<file path="src/rtl/salamander_video_pkg.sv">
// Shared video timing constants and the counter type used by the timing generator.
package salamander_video_pkg;

  localparam int CNT_W = 9;

  typedef logic [CNT_W-1:0] vcnt_t;

  // Default raster: 384 x 264 total, 256 x 224 visible
  localparam int H_TOTAL_DEF      = 384;
  localparam int H_ACTIVE_DEF     = 256;
  localparam int H_SYNC_START_DEF = 296;
  localparam int H_SYNC_WIDTH_DEF = 32;
  localparam int V_TOTAL_DEF      = 264;
  localparam int V_ACTIVE_DEF     = 224;
  localparam int V_SYNC_START_DEF = 236;
  localparam int V_SYNC_WIDTH_DEF = 8;
  localparam int BLK_DLY_DEF      = 2;

  // Registered timing flags, all active low
  typedef struct packed {
    logic hblank_n;
    logic vblank_n;
    logic hsync_n;
    logic vsync_n;
  } flags_t;

  // True when pos lies in [start, start+width); the sum is widened so it cannot wrap
  function automatic logic in_window(vcnt_t pos, vcnt_t start, vcnt_t width);
    return ({1'b0, pos} >= {1'b0, start}) &&
           ({1'b0, pos} <  ({1'b0, start} + {1'b0, width}));
  endfunction

endpackage

</file>
<file path="src/rtl/video_tick_delay.sv">
// Tick-enabled delay line; DEPTH stages, each advancing only on a pixel tick.
module video_tick_delay #(
  parameter int WIDTH = 1,
  parameter int DEPTH = 2
) (
  input  logic             clk_i,
  input  logic             rst_ni,
  input  logic             tick_i,
  input  logic [WIDTH-1:0] d_i,
  output logic [WIDTH-1:0] q_o
);

  if (DEPTH == 0) begin : g_bypass
    // No delay requested: pass straight through, clock/reset/tick are not needed
    logic unused_ctrl;
    assign unused_ctrl = ^{clk_i, rst_ni, tick_i};
    assign q_o = d_i;
  end else begin : g_shift
    logic [DEPTH-1:0][WIDTH-1:0] sr_q;

    // Shift one stage per tick, clear asynchronously on reset
    always_ff @(posedge clk_i or negedge rst_ni) begin
      if (!rst_ni) begin
        sr_q <= '0;
      end else if (tick_i) begin
        sr_q[0] <= d_i;
        for (int i = 1; i < DEPTH; i++) begin
          sr_q[i] <= sr_q[i-1];
        end
      end
    end

    assign q_o = sr_q[DEPTH-1];
  end

endmodule

</file>
<file path="src/rtl/video_timing_gen.sv">
// Raster timing generator: H/V counters, blank/sync flags, delayed display enable, vblank IRQ.
module video_timing_gen
  import salamander_video_pkg::*;
#(
  parameter int H_TOTAL      = H_TOTAL_DEF,
  parameter int H_ACTIVE     = H_ACTIVE_DEF,
  parameter int H_SYNC_START = H_SYNC_START_DEF,
  parameter int H_SYNC_WIDTH = H_SYNC_WIDTH_DEF,
  parameter int V_TOTAL      = V_TOTAL_DEF,
  parameter int V_ACTIVE     = V_ACTIVE_DEF,
  parameter int V_SYNC_START = V_SYNC_START_DEF,
  parameter int V_SYNC_WIDTH = V_SYNC_WIDTH_DEF,
  parameter int BLK_DLY      = BLK_DLY_DEF
) (
  input  logic       i_EMU_MCLK,
  input  logic       i_MRST_n,
  input  logic       i_EMU_CLK6MPCEN_n,
  input  logic       i_FLIP,
  output logic [8:0] o_HCOUNTER,
  output logic [8:0] o_VCOUNTER,
  output logic [7:0] o_FLIPH,
  output logic [7:0] o_FLIPV,
  output logic       o_HBLANK_n,
  output logic       o_VBLANK_n,
  output logic       o_HSYNC_n,
  output logic       o_VSYNC_n,
  output logic       o_SYNC_n,
  output logic       o_BLK,
  output logic       o_VBLANK_IRQ
);

  localparam vcnt_t H_LAST   = vcnt_t'(H_TOTAL - 1);
  localparam vcnt_t V_LAST   = vcnt_t'(V_TOTAL - 1);
  localparam vcnt_t H_ACT    = vcnt_t'(H_ACTIVE);
  localparam vcnt_t V_ACT    = vcnt_t'(V_ACTIVE);
  localparam vcnt_t V_ACT_LM = vcnt_t'(V_ACTIVE - 1);
  localparam vcnt_t H_SS     = vcnt_t'(H_SYNC_START);
  localparam vcnt_t H_SW     = vcnt_t'(H_SYNC_WIDTH);
  localparam vcnt_t V_SS     = vcnt_t'(V_SYNC_START);
  localparam vcnt_t V_SW     = vcnt_t'(V_SYNC_WIDTH);

  logic   tick;
  vcnt_t  h_q, h_d;
  vcnt_t  v_q, v_d;
  flags_t flags_q, flags_d;
  logic   irq_q, irq_d;
  logic   disp;
  logic   blk;

  assign tick = ~i_EMU_CLK6MPCEN_n;

  // Next raster position; flags are derived from it so they land on the same edge as the counters
  always_comb begin
    h_d   = h_q + vcnt_t'(1);
    v_d   = v_q;
    irq_d = 1'b0;
    if (h_q == H_LAST) begin
      h_d   = '0;
      v_d   = (v_q == V_LAST) ? '0 : v_q + vcnt_t'(1);
      irq_d = tick && (v_q == V_ACT_LM);
    end
    flags_d.hblank_n = (h_d < H_ACT);
    flags_d.vblank_n = (v_d < V_ACT);
    flags_d.hsync_n  = ~in_window(h_d, H_SS, H_SW);
    flags_d.vsync_n  = ~in_window(v_d, V_SS, V_SW);
  end

  // Counters and flags advance only on pixel ticks; reset values describe position 0,0
  always_ff @(posedge i_EMU_MCLK or negedge i_MRST_n) begin
    if (!i_MRST_n) begin
      h_q     <= '0;
      v_q     <= '0;
      flags_q <= '1;
    end else if (tick) begin
      h_q     <= h_d;
      v_q     <= v_d;
      flags_q <= flags_d;
    end
  end

  // IRQ is sampled every MCLK so it lasts exactly one cycle after the vblank-entry tick
  always_ff @(posedge i_EMU_MCLK or negedge i_MRST_n) begin
    if (!i_MRST_n) begin
      irq_q <= 1'b0;
    end else begin
      irq_q <= irq_d;
    end
  end

  assign disp = flags_q.hblank_n & flags_q.vblank_n;

  video_tick_delay #(
    .WIDTH (1),
    .DEPTH (BLK_DLY)
  ) u_blk_dly (
    .clk_i  (i_EMU_MCLK),
    .rst_ni (i_MRST_n),
    .tick_i (tick),
    .d_i    (disp),
    .q_o    (blk)
  );

  assign o_HCOUNTER   = h_q;
  assign o_VCOUNTER   = v_q;
  assign o_FLIPH      = i_FLIP ? ~h_q[7:0] : h_q[7:0];
  assign o_FLIPV      = i_FLIP ? ~v_q[7:0] : v_q[7:0];
  assign o_HBLANK_n   = flags_q.hblank_n;
  assign o_VBLANK_n   = flags_q.vblank_n;
  assign o_HSYNC_n    = flags_q.hsync_n;
  assign o_VSYNC_n    = flags_q.vsync_n;
  assign o_SYNC_n     = flags_q.hsync_n & flags_q.vsync_n;
  assign o_BLK        = blk;
  assign o_VBLANK_IRQ = irq_q;

endmodule

</file>
<file path="config.mk">
export PLATFORM = sky130hd
export DESIGN_NAME = video_timing_gen
export DESIGN_NICKNAME = d
export VERILOG_FILES = /design/src/rtl/salamander_video_pkg.sv /design/src/rtl/video_tick_delay.sv /design/src/rtl/video_timing_gen.sv
export SDC_FILE = /design/constraint.sdc
export NUM_CORES = 1
export LEC_CHECK = 0
export CORE_MARGIN = 2
export CORE_UTILIZATION = 45
export DETAILED_ROUTE_END_ITERATION = 7
export MAX_ROUTING_LAYER = met4
export PLACE_DENSITY = 0.85
export SYNTH_ARGS = -nofsm -noshare
export SYNTH_HDL_FRONTEND = slang
export SYNTH_SLANG_ARGS = --single-unit
</file>
<file path="constraint.sdc">
create_clock -name i_EMU_MCLK -period 4 [get_ports i_EMU_MCLK]
set_clock_uncertainty 0.15 [all_clocks]
set_input_delay 0.8 -clock i_EMU_MCLK [delete_from_list [all_inputs] [get_ports i_EMU_MCLK]]
set_output_delay 0.8 -clock i_EMU_MCLK [all_outputs]
set_load 0.01 [all_outputs]
</file>
==> metrics.txt, run 1 <==
Pre-antenna DRT Iters=4; most frequent cells after synthesis=22 x nand2_1, 21 x dfrtp_1, 19 x xor2_1, 14 x o21ai_0, 7 x nor2_1; first-pass GRT wire length=6620 um; adder-cell share of the synthesized area=2.12%; layout cells sized above 1=11.2%; Synth Area in XOR/XNOR=12.4%; Max Cap Viol=0; crit-path most repeated cell=clkdlybuf4s50_1; Final Net Count=231; H-tree levels=1; number of setup buffers added after CTS=0; post-detail-place hpwl=2800 um; Slew HR=23.9%; critical path arrival=2.28 ns; mux contribution to synthesized area=4.52%; Hold-fix buffers, CTS=0; CP peak stage delay=0.56 ns; Synth warnings=0; ANT cells=0; Synth area leader=dfrtp_1; Residual DRC=0; pwr dens=460 nW/um2; die footprint=4460 um2; hold path start=o_VSYNC_n; largest family of logic cells by synthesized area=simple AND/OR/NAND/NOR gates; final total power=1.02 mW; Least-Margin Pin Slew=1.14 ns; Netlist cell types=55; syn avg cell area=9.28 um2; Vias/cell=5.60; synthesis-stage register bit count=25; gr usage total=20.0%; Fin Setup TNS=0 ns; Async S/R FF share, synth=100%; Max Root-Sink Buffers=2; Root Buffer=clkbuf_8; EDFF count, synth=0; initial antenna violation count=0; Ports=45; clock slew at reported path FFs=0.10 ns; Die H=66.8 um; GP Congestion=0.898; cell area after synthesis=1770 um2; post-CTS resize count=0; Hold Vio Cnt, Final=0; leak pwr=0.915 nW; Hold Path Class=flip-flop to flip-flop; Remaining Overflow, GRT=0; pin count of the biggest net entering global routing=26; Slew Limit Fails=0; crit path max fanout=16; cell count after synthesis=191; total length of routed wires=4010 um; clk sink count=25; antenna-violating nets left=0; start point of the critical path=i_FLIP; Worst-Skew Late Latency=0.28 ns; crit path kind=input port to output pin; top cell type's share of synthesized area=29.6%; Num CTS Buffers=3; DR WL/cell=14.8 um; Synth Net Count=198; Via Count=1518; startpoint types=input port; cell chain of the critical path=clkdlybuf4s50_1 > buf_4 > xor2_1 > clkdlybuf4s50_1; Synth Area in Compound Gates=15.0%; CP endpoint kind=output pin; RSZ-0062 raised after global routing=false; simple-gate share of the synthesized area=23.6%; Seq/Total Area, Yosys=35.6%; # setup viols final=0; Worst IR Drop VDD=0.000230 V; PortBufs=44; crit path max-delay cell type=clkdlybuf4s50_1; most common cell in the synthesized netlist=nand2_1; layout overhead on the synthesized area=25.3%; fin crit share=80.9%; CTS tree=built; Final Critical Period=3.23 ns; FP Rows=22; initial DRC count=102; Die Width=66.8 um; Primary FF master, synth=dfrtp_1; top post-synthesis cells by area=dfrtp_1 30%, xor2_1 9.4%, dfstp_2 5.9%; Core Region=3720 um2; Critical R2R Launch=o_VCOUNTER[0]; Req. time, crit path=3.05 ns; initial core utilization=47.7%; fmax=0.309 GHz; vias in the first global route=1458; status=finished, final reports clean
-- metal layers --
metal,share of wire [%],GRT usage [%]
met4,0.85,6.63
met2,50,33.6
met3,5.9,4.73
met5,0,-
met1,43,23.7
-- where the power goes --
group,internal [mW],total [mW],switching (mW)
registers,0.303,0.413,0.111
logic,0.264,0.446,0.183
clock network,0.0710,0.163,0.0917
-- stage by stage --
| stage | std cells | utilization (%) | setup WS [ns] | hold WS (ns) | cell area (um2) |
|---|---|---|---|---|---|
| 3_3_place_gp | 267 | 58.5 | 0.745 | 0.312 | 2170 |
| 5_1_grt | 271 | 59.8 | 0.706 | 0.347 | 2220 |
| 2_1_floorplan | 191 | - | 1.22 | 0.299 | 1770 |
| 4_1_cts | 271 | 59.8 | 0.743 | 0.330 | 2220 |
| 6_report | 271 | 59.8 | 0.765 | 0.327 | 2220 |
| 3_5_place_dp | 267 | 58.5 | 0.743 | 0.312 | 2170 |
-- cells in the final DEF (no fill, tap or decap), types with 2 or more instances in the layout --
cell / n
xor2_1: 19
dfstp_2: 4
a211oi_1: 2
nand4b_1: 2
clkdlybuf4s50_1: 44
nand3_1: 5
ha_1: 3
nand4_1: 4
and3_1: 4
inv_1: 2
o22ai_1: 2
buf_4: 2
o21ai_1: 3
o21ai_0: 14
nor2_1: 7
xnor2_1: 6
dfrtp_1: 21
nor3_1: 6
clkbuf_8: 3
o31ai_1: 2
nor4_1: 2
nor2b_1: 2
nand2b_1: 3
mux2_2: 4
a21oi_1: 5
nand2_1: 22
a21o_1: 3
mux2i_1: 2
-- worst paths after layout --
check                                endpoint  slack [ns]  depth (start not counted)
min in group asynchronous       o_HCOUNTER[6]        0.97                          1
worst max register to register  o_VCOUNTER[8]        1.65                          6
worst min-delay path                o_VSYNC_n        0.33                          2
worst max-delay path               o_FLIPV[5]        0.77                          4
worst min register to register      o_VSYNC_n        0.33                          2
max in group asynchronous       o_VCOUNTER[7]        2.05                          1
-- final cells by class --
cell class                      instances  area [um2]
Fill cell                             334        1490
Tap cell                               48        60.1
Sequential cell                        25         631
Clock buffer                            3        41.3
Inverter                                2        7.51
Timing Repair Buffer                   46         455
Multi-Input combinational cell        146        1020
Clock inverter                          1        7.51
-- state kept, by name, indices dropped and copies added, names as in the netlist --
signal and flops:
u_blk_dly.q_o 1, o_VSYNC_n 1, u_blk_dly.g_shift.sr_q 1, o_VBLANK_IRQ 1, o_VBLANK_n 1, o_HCOUNTER 9, o_HBLANK_n 1, o_VCOUNTER 9
o_HSYNC_n 1
-- cells by family (layout without fill, tap and decap cells) --
logic type      Yosys count  after routing
mux                       7              7
simple gates             71             71
xor+xnor                 25             25
buf+inv                  20             52
fa+ha+maj                 3              3
compound gates           40             40
flops                    25             25
-- critical path: cells and delay by family --
kind	cells	cell delay, ns
buffers and inverters	3	1.28
XOR/XNOR	1	0.20
Note: power is estimated with default switching activity, not from simulation.
==> run 2: changes to the inputs <==
==> constraint.sdc (replaced) <==
create_clock -name i_EMU_MCLK -period 3 [get_ports i_EMU_MCLK]
set_clock_uncertainty 0.15 [all_clocks]
set_input_delay 0.6 -clock i_EMU_MCLK [delete_from_list [all_inputs] [get_ports i_EMU_MCLK]]
set_output_delay 0.6 -clock i_EMU_MCLK [all_outputs]
set_load 0.01 [all_outputs]
==> metrics.txt, run 2 (same netlist as run 1, synthesis figures left out) <==
number of setup buffers added after CTS=0 (unchanged); crit path max-delay cell type=clkdlybuf4s50_1; Max Cap Viol=0 (unchanged); Hold Vio Cnt, Final=0 (unchanged); Final Critical Period=2.89 ns; die footprint=4460 um2 (unchanged); Slew HR=72.8% (+49 points); post-detail-place hpwl=2760 um (-1.1%); Hold Path Depth=2 (unchanged); Worst IR Drop VDD=0.000235 V (+2.0%); layout cells sized above 1=12.4% (+1.2 points); CP endpoint kind=output pin; antenna-violating nets left=0 (unchanged); reg-to-reg endpoint=o_VCOUNTER[8]; critical path arrival=2.14 ns (-0.14 ns); Root Buffer=clkbuf_8; H-tree levels=1 (unchanged); dpl ws=0.115 ns (-0.628 ns); Residual DRC=0 (unchanged); crit-path most repeated cell=clkdlybuf4s50_1; most frequent cells in the layout=44 x clkdlybuf4s50_1, 22 x nand2_1, 21 x dfrtp_1, 19 x xor2_1, 14 x o21ai_0; Critical R2R Launch=o_VCOUNTER[0]; clk sink count=25 (unchanged); CP peak stage delay=0.58 ns (+0.02 ns); Max Root-Sink Buffers=2 (unchanged); initial DRC count=145 (+42%); start point of the critical path=i_FLIP; Via Count=1509 (-0.59%); Num CTS Buffers=3 (unchanged); Hold-fix buffers, CTS=0 (unchanged); Remaining Overflow, GRT=0 (unchanged); Hold Path Class=flip-flop to flip-flop; Vias/cell=5.51 (-1.7%); total length of routed wires=3700 um (-7.8%); hold path endpoint=o_VBLANK_n; status=finished, final reports clean; ANT cells=0 (unchanged); Fin Setup TNS=0 ns (unchanged); GP Congestion=0.880 (-2.0%); initial antenna violation count=0 (unchanged); crit path max fanout=7 (-9); crit path kind=input port to output pin; pwr dens=597 nW/um2 (+30%); CTS tree=built; Least-Margin Pin Slew=0.406 ns (-0.731 ns); final total power=1.34 mW (+31%); Ports=45 (unchanged); cell chain of the critical path=clkdlybuf4s50_1 > buf_4 > xor2_1 > clkdlybuf4s50_1; fmax=0.347 GHz; startpoint types=input port; R2R setup slack=0.66 ns (-0.99 ns); # setup viols final=0 (unchanged); post-CTS resize count=0 (unchanged); gr usage total=18.8% (-1.2 points); fin crit share=96.2%; Worst-Skew Late Latency=0.27 ns (about the same); first-pass GRT wire length=6280 um (-5.1%); DR WL/cell=13.5 um (-8.8%); Die H=66.8 um (unchanged); Req. time, crit path=2.25 ns (-0.80 ns); R2R depth=6 (unchanged); fillcell total=341 (+2.1%); PortBufs=44 (unchanged); RSZ-0062 raised after global routing=false; initial core utilization=47.7% (unchanged); Pre-antenna DRT Iters=4 (unchanged); Final Worst Setup Slack=0.114 ns (-0.651 ns); vias in the first global route=1330 (-8.8%); pin count of the biggest net entering global routing=26 (unchanged); hold path start=o_VBLANK_n; Core Region=3720 um2 (unchanged); Die Width=66.8 um (unchanged); clock slew at reported path FFs=0.08 ns (-0.02 ns); FP Rows=22 (unchanged); layout overhead on the synthesized area=26.5%; leak pwr=0.934 nW (+2.0%); Final Net Count=234 (+1.3%); Slew Limit Fails=0 (unchanged); commonest non-fill, non-tap cell in the layout=clkdlybuf4s50_1
==> run 2: critical path, delay by kind of cell <==
kind | cells | cell delay [ns]
XOR/XNOR | 1 | 0.17
buffers and inverters | 3 | 1.36
==> run 2: worst max path at each step <==
stage	to	cells past startpoint
after floorplan	o_FLIPH[1]	3
after global placement	o_FLIPV[6]	4
after detailed placement	o_FLIPV[7]	4
after CTS	o_FLIPV[7]	4
after global routing	o_FLIPV[6]	4
final	o_FLIPV[7]	4
==> run 2: report_power, final <==
part           total, mW  switching [mW]  internal [mW]
sequential         0.550           0.146          0.404
clock              0.195           0.102         0.0928
combinational      0.594           0.241          0.354
==> run 2: layout make-up <==
type                            count  area [um2]  share of cell area (%)
Multi-Input combinational cell    146        1020                    45.5
Tap cell                           48        60.1                    2.68
Inverter                            2        7.51                   0.335
Clock buffer                        3        41.3                    1.84
Clock inverter                      1        5.00                   0.223
Timing Repair Buffer               49         478                    21.3
Sequential cell                    25         631                    28.1
==> run 2: metal layers <==
layer	GRT usage [%]	wire, um	up-vias
met2	33.3	1860	41
li1	-	-	755
met5	-	0	-
met4	4.34	33	0
met3	2.87	177	5
met1	22.6	1630	708
==> run 2: metrics by stage <==
step	std cells	hold slack (ns)	instance area, um2	util (%)
4_1_cts	274	0.339	2240	60.3
5_1_grt	274	0.348	2240	60.3
3_5_place_dp	270	0.323	2200	59.1
3_3_place_gp	270	0.318	2200	59.1
2_1_floorplan	191	0.154	1770	-
6_report	274	0.332	2240	60.3
==> run 3: changes to the inputs <==
==> constraint.sdc (replaced) <==
create_clock -name i_EMU_MCLK -period 2.75 [get_ports i_EMU_MCLK]
set_clock_uncertainty 0.15 [all_clocks]
set_input_delay 0.55 -clock i_EMU_MCLK [delete_from_list [all_inputs] [get_ports i_EMU_MCLK]]
set_output_delay 0.55 -clock i_EMU_MCLK [all_outputs]
set_load 0.01 [all_outputs]
==> metrics.txt, run 3 (same netlist as run 1, synthesis figures left out) <==
Worst-Skew Late Latency=0.28 ns (about the same); Ports=45 (unchanged); Final Net Count=235 (+0.43%); crit path kind=input port to output pin; Vias/cell=5.65 (+2.7%); Crit path depth=4 (unchanged); R2R depth=7 (+1); most frequent cells in the layout=42 x clkdlybuf4s50_1, 22 x nand2_1, 21 x dfrtp_1, 19 x xor2_1, 14 x o21ai_0; CP bufs+invs=3 (unchanged); pin count of the biggest net entering global routing=26 (unchanged); Remaining Overflow, GRT=0 (unchanged); commonest non-fill, non-tap cell in the layout=clkdlybuf4s50_1; # setup viols final=0 (unchanged); Die H=66.8 um (unchanged); Pre-antenna DRT Iters=4 (unchanged); critical path arrival=1.98 ns (-0.16 ns); RSZ-0062 raised after global routing=false; antenna-violating nets left=0 (unchanged); FP Rows=22 (unchanged); Worst setup endpoint=o_FLIPV[7]; Max Root-Sink Buffers=2 (unchanged); Via Count=1555 (+3.0%); start point of the critical path=i_FLIP; Hold Path Depth=2 (unchanged); R2R setup slack=0.52 ns (-0.14 ns); Die Width=66.8 um (unchanged); Slew HR=72.3% (-0.55 points); Hold-fix buffers, CTS=0 (unchanged); Fin Setup TNS=0 ns (unchanged); GP Congestion=0.913 (+3.8%); layout overhead on the synthesized area=28.0%; fin crit share=97.3%; Hold Path Class=flip-flop to flip-flop; Max Cap Viol=0 (unchanged); vias in the first global route=1448 (+8.9%); Critical R2R Launch=o_HCOUNTER[0]; layout cells sized above 1=12.8% (+0.39 points); Least-Margin Pin Slew=0.416 ns (+0.00959 ns); crit path max fanout=10 (+3); clock slew at reported path FFs=0.10 ns (+0.02 ns); initial core utilization=47.7% (unchanged); Final Worst Setup Slack=0.0730 ns (-0.0412 ns); leak pwr=0.958 nW (+2.6%); Root Buffer=clkbuf_8; H-tree levels=1 (unchanged); die footprint=4460 um2 (unchanged); fillcell total=322 (-5.6%); CP top delay family=buffers and inverters; Final Critical Period=2.68 ns; fmax=0.374 GHz; Multi-input gate area=1020 um2 (unchanged); pwr dens=655 nW/um2 (+9.7%); Hold Vio Cnt, Final=0 (unchanged); crit path max-delay cell type=clkdlybuf4s50_1; initial DRC count=112 (-23%); Register Area=631 um2 (unchanged); DR WL/cell=14.4 um (+6.4%); CP peak stage delay=0.56 ns (-0.02 ns); initial antenna violation count=0 (unchanged); cell chain of the critical path=clkdlybuf4s50_1 > buf_12 > xor2_1 > clkdlybuf4s50_1; Core Region=3720 um2 (unchanged); startpoint types=input port; post-detail-place hpwl=2850 um (+3.1%); CTS tree=built; status=finished, final reports clean; Worst IR Drop VDD=0.000272 V (+16%); clk sink count=25 (unchanged); first-pass GRT wire length=6850 um (+9.1%); Slew Limit Fails=0 (unchanged); reg-to-reg endpoint=o_HSYNC_n; PortBufs=44 (unchanged); Residual DRC=0 (unchanged); total length of routed wires=3950 um (+6.8%); CP endpoint kind=output pin; crit-path most repeated cell=clkdlybuf4s50_1; dpl ws=0.0250 ns (-0.0900 ns); Req. time, crit path=2.05 ns (-0.20 ns); Num CTS Buffers=3 (unchanged); gr usage total=20.1% (+1.3 points); ANT cells=0 (unchanged)
==> run 3: cell count changes in the layout (fill, tap and decap cells not counted), sizes merged <==
cell,before,now
dlymetal6s2s,0,2
clkinv,1,0
clkinvlp,0,1
clkdlybuf4s50,44,42
buf,5,6
==> run 3: metal layers <==
layer,vias to the layer above,GRT usage (%),routed length [um]
li1,745,-,-
met1,750,25.9,1770
met2,56,33.5,1970
met3,4,2.36,189
met4,0,5.61,29
met5,-,-,0
==> run 3: stage by stage <==
| stage | total power, mW | hold slack, ns | util, % | instance area [um2] | cells |
|---|---|---|---|---|---|
| 2_1_floorplan | 0.987 | 0.104 | - | 1770 | 191 |
| 3_3_place_gp | 1.24 | 0.318 | 59.6 | 2220 | 271 |
| 3_5_place_dp | 1.27 | 0.324 | 59.6 | 2220 | 271 |
| 4_1_cts | 1.50 | 0.339 | 60.9 | 2260 | 275 |
| 5_1_grt | 1.59 | 0.363 | 61.1 | 2270 | 275 |
| 6_report | 1.49 | 0.333 | 61.1 | 2270 | 275 |
==> run 3: what timing repair did <==
item	CTS	global route
resized for setup	0	2
setup buffers	0	0
endpoints found under the setup margin	0	2
==> run 3: worst min-delay path by stage <==
stage / start / end / slack, ns
after CTS: o_VBLANK_n / o_VBLANK_n / 0.34
after global placement: u_blk_dly.g_shift.sr_q[0] / u_blk_dly.g_shift.sr_q[0] / 0.32
final: o_VBLANK_n / o_VBLANK_n / 0.33
after global routing: u_blk_dly.g_shift.sr_q[0] / u_blk_dly.g_shift.sr_q[0] / 0.36
after detailed placement: o_VBLANK_n / o_VBLANK_n / 0.32
after floorplan: i_MRST_n / o_HCOUNTER[0] / 0.10
==> run 3: cell type report <==
type | instances | share of cell area (%)
Tap cell | 48 | 2.65
Inverter | 2 | 0.331
Clock inverter | 1 | 0.331
Sequential cell | 25 | 27.8
Timing Repair Buffer | 50 | 22.2
Multi-Input combinational cell | 146 | 44.9
Clock buffer | 3 | 1.82
==> run 3: report_power, final <==
part / switching, mW / internal [mW]
Sequential: 0.163 / 0.440
Combinational: 0.270 / 0.386
Clock: 0.125 / 0.103
==> run 3: tightest hold or removal path, cell delays in order (launching register included) <==
cell and delay (ns):
dfstp_2 0.39, nand2_1 0.05, o21ai_1 0.05
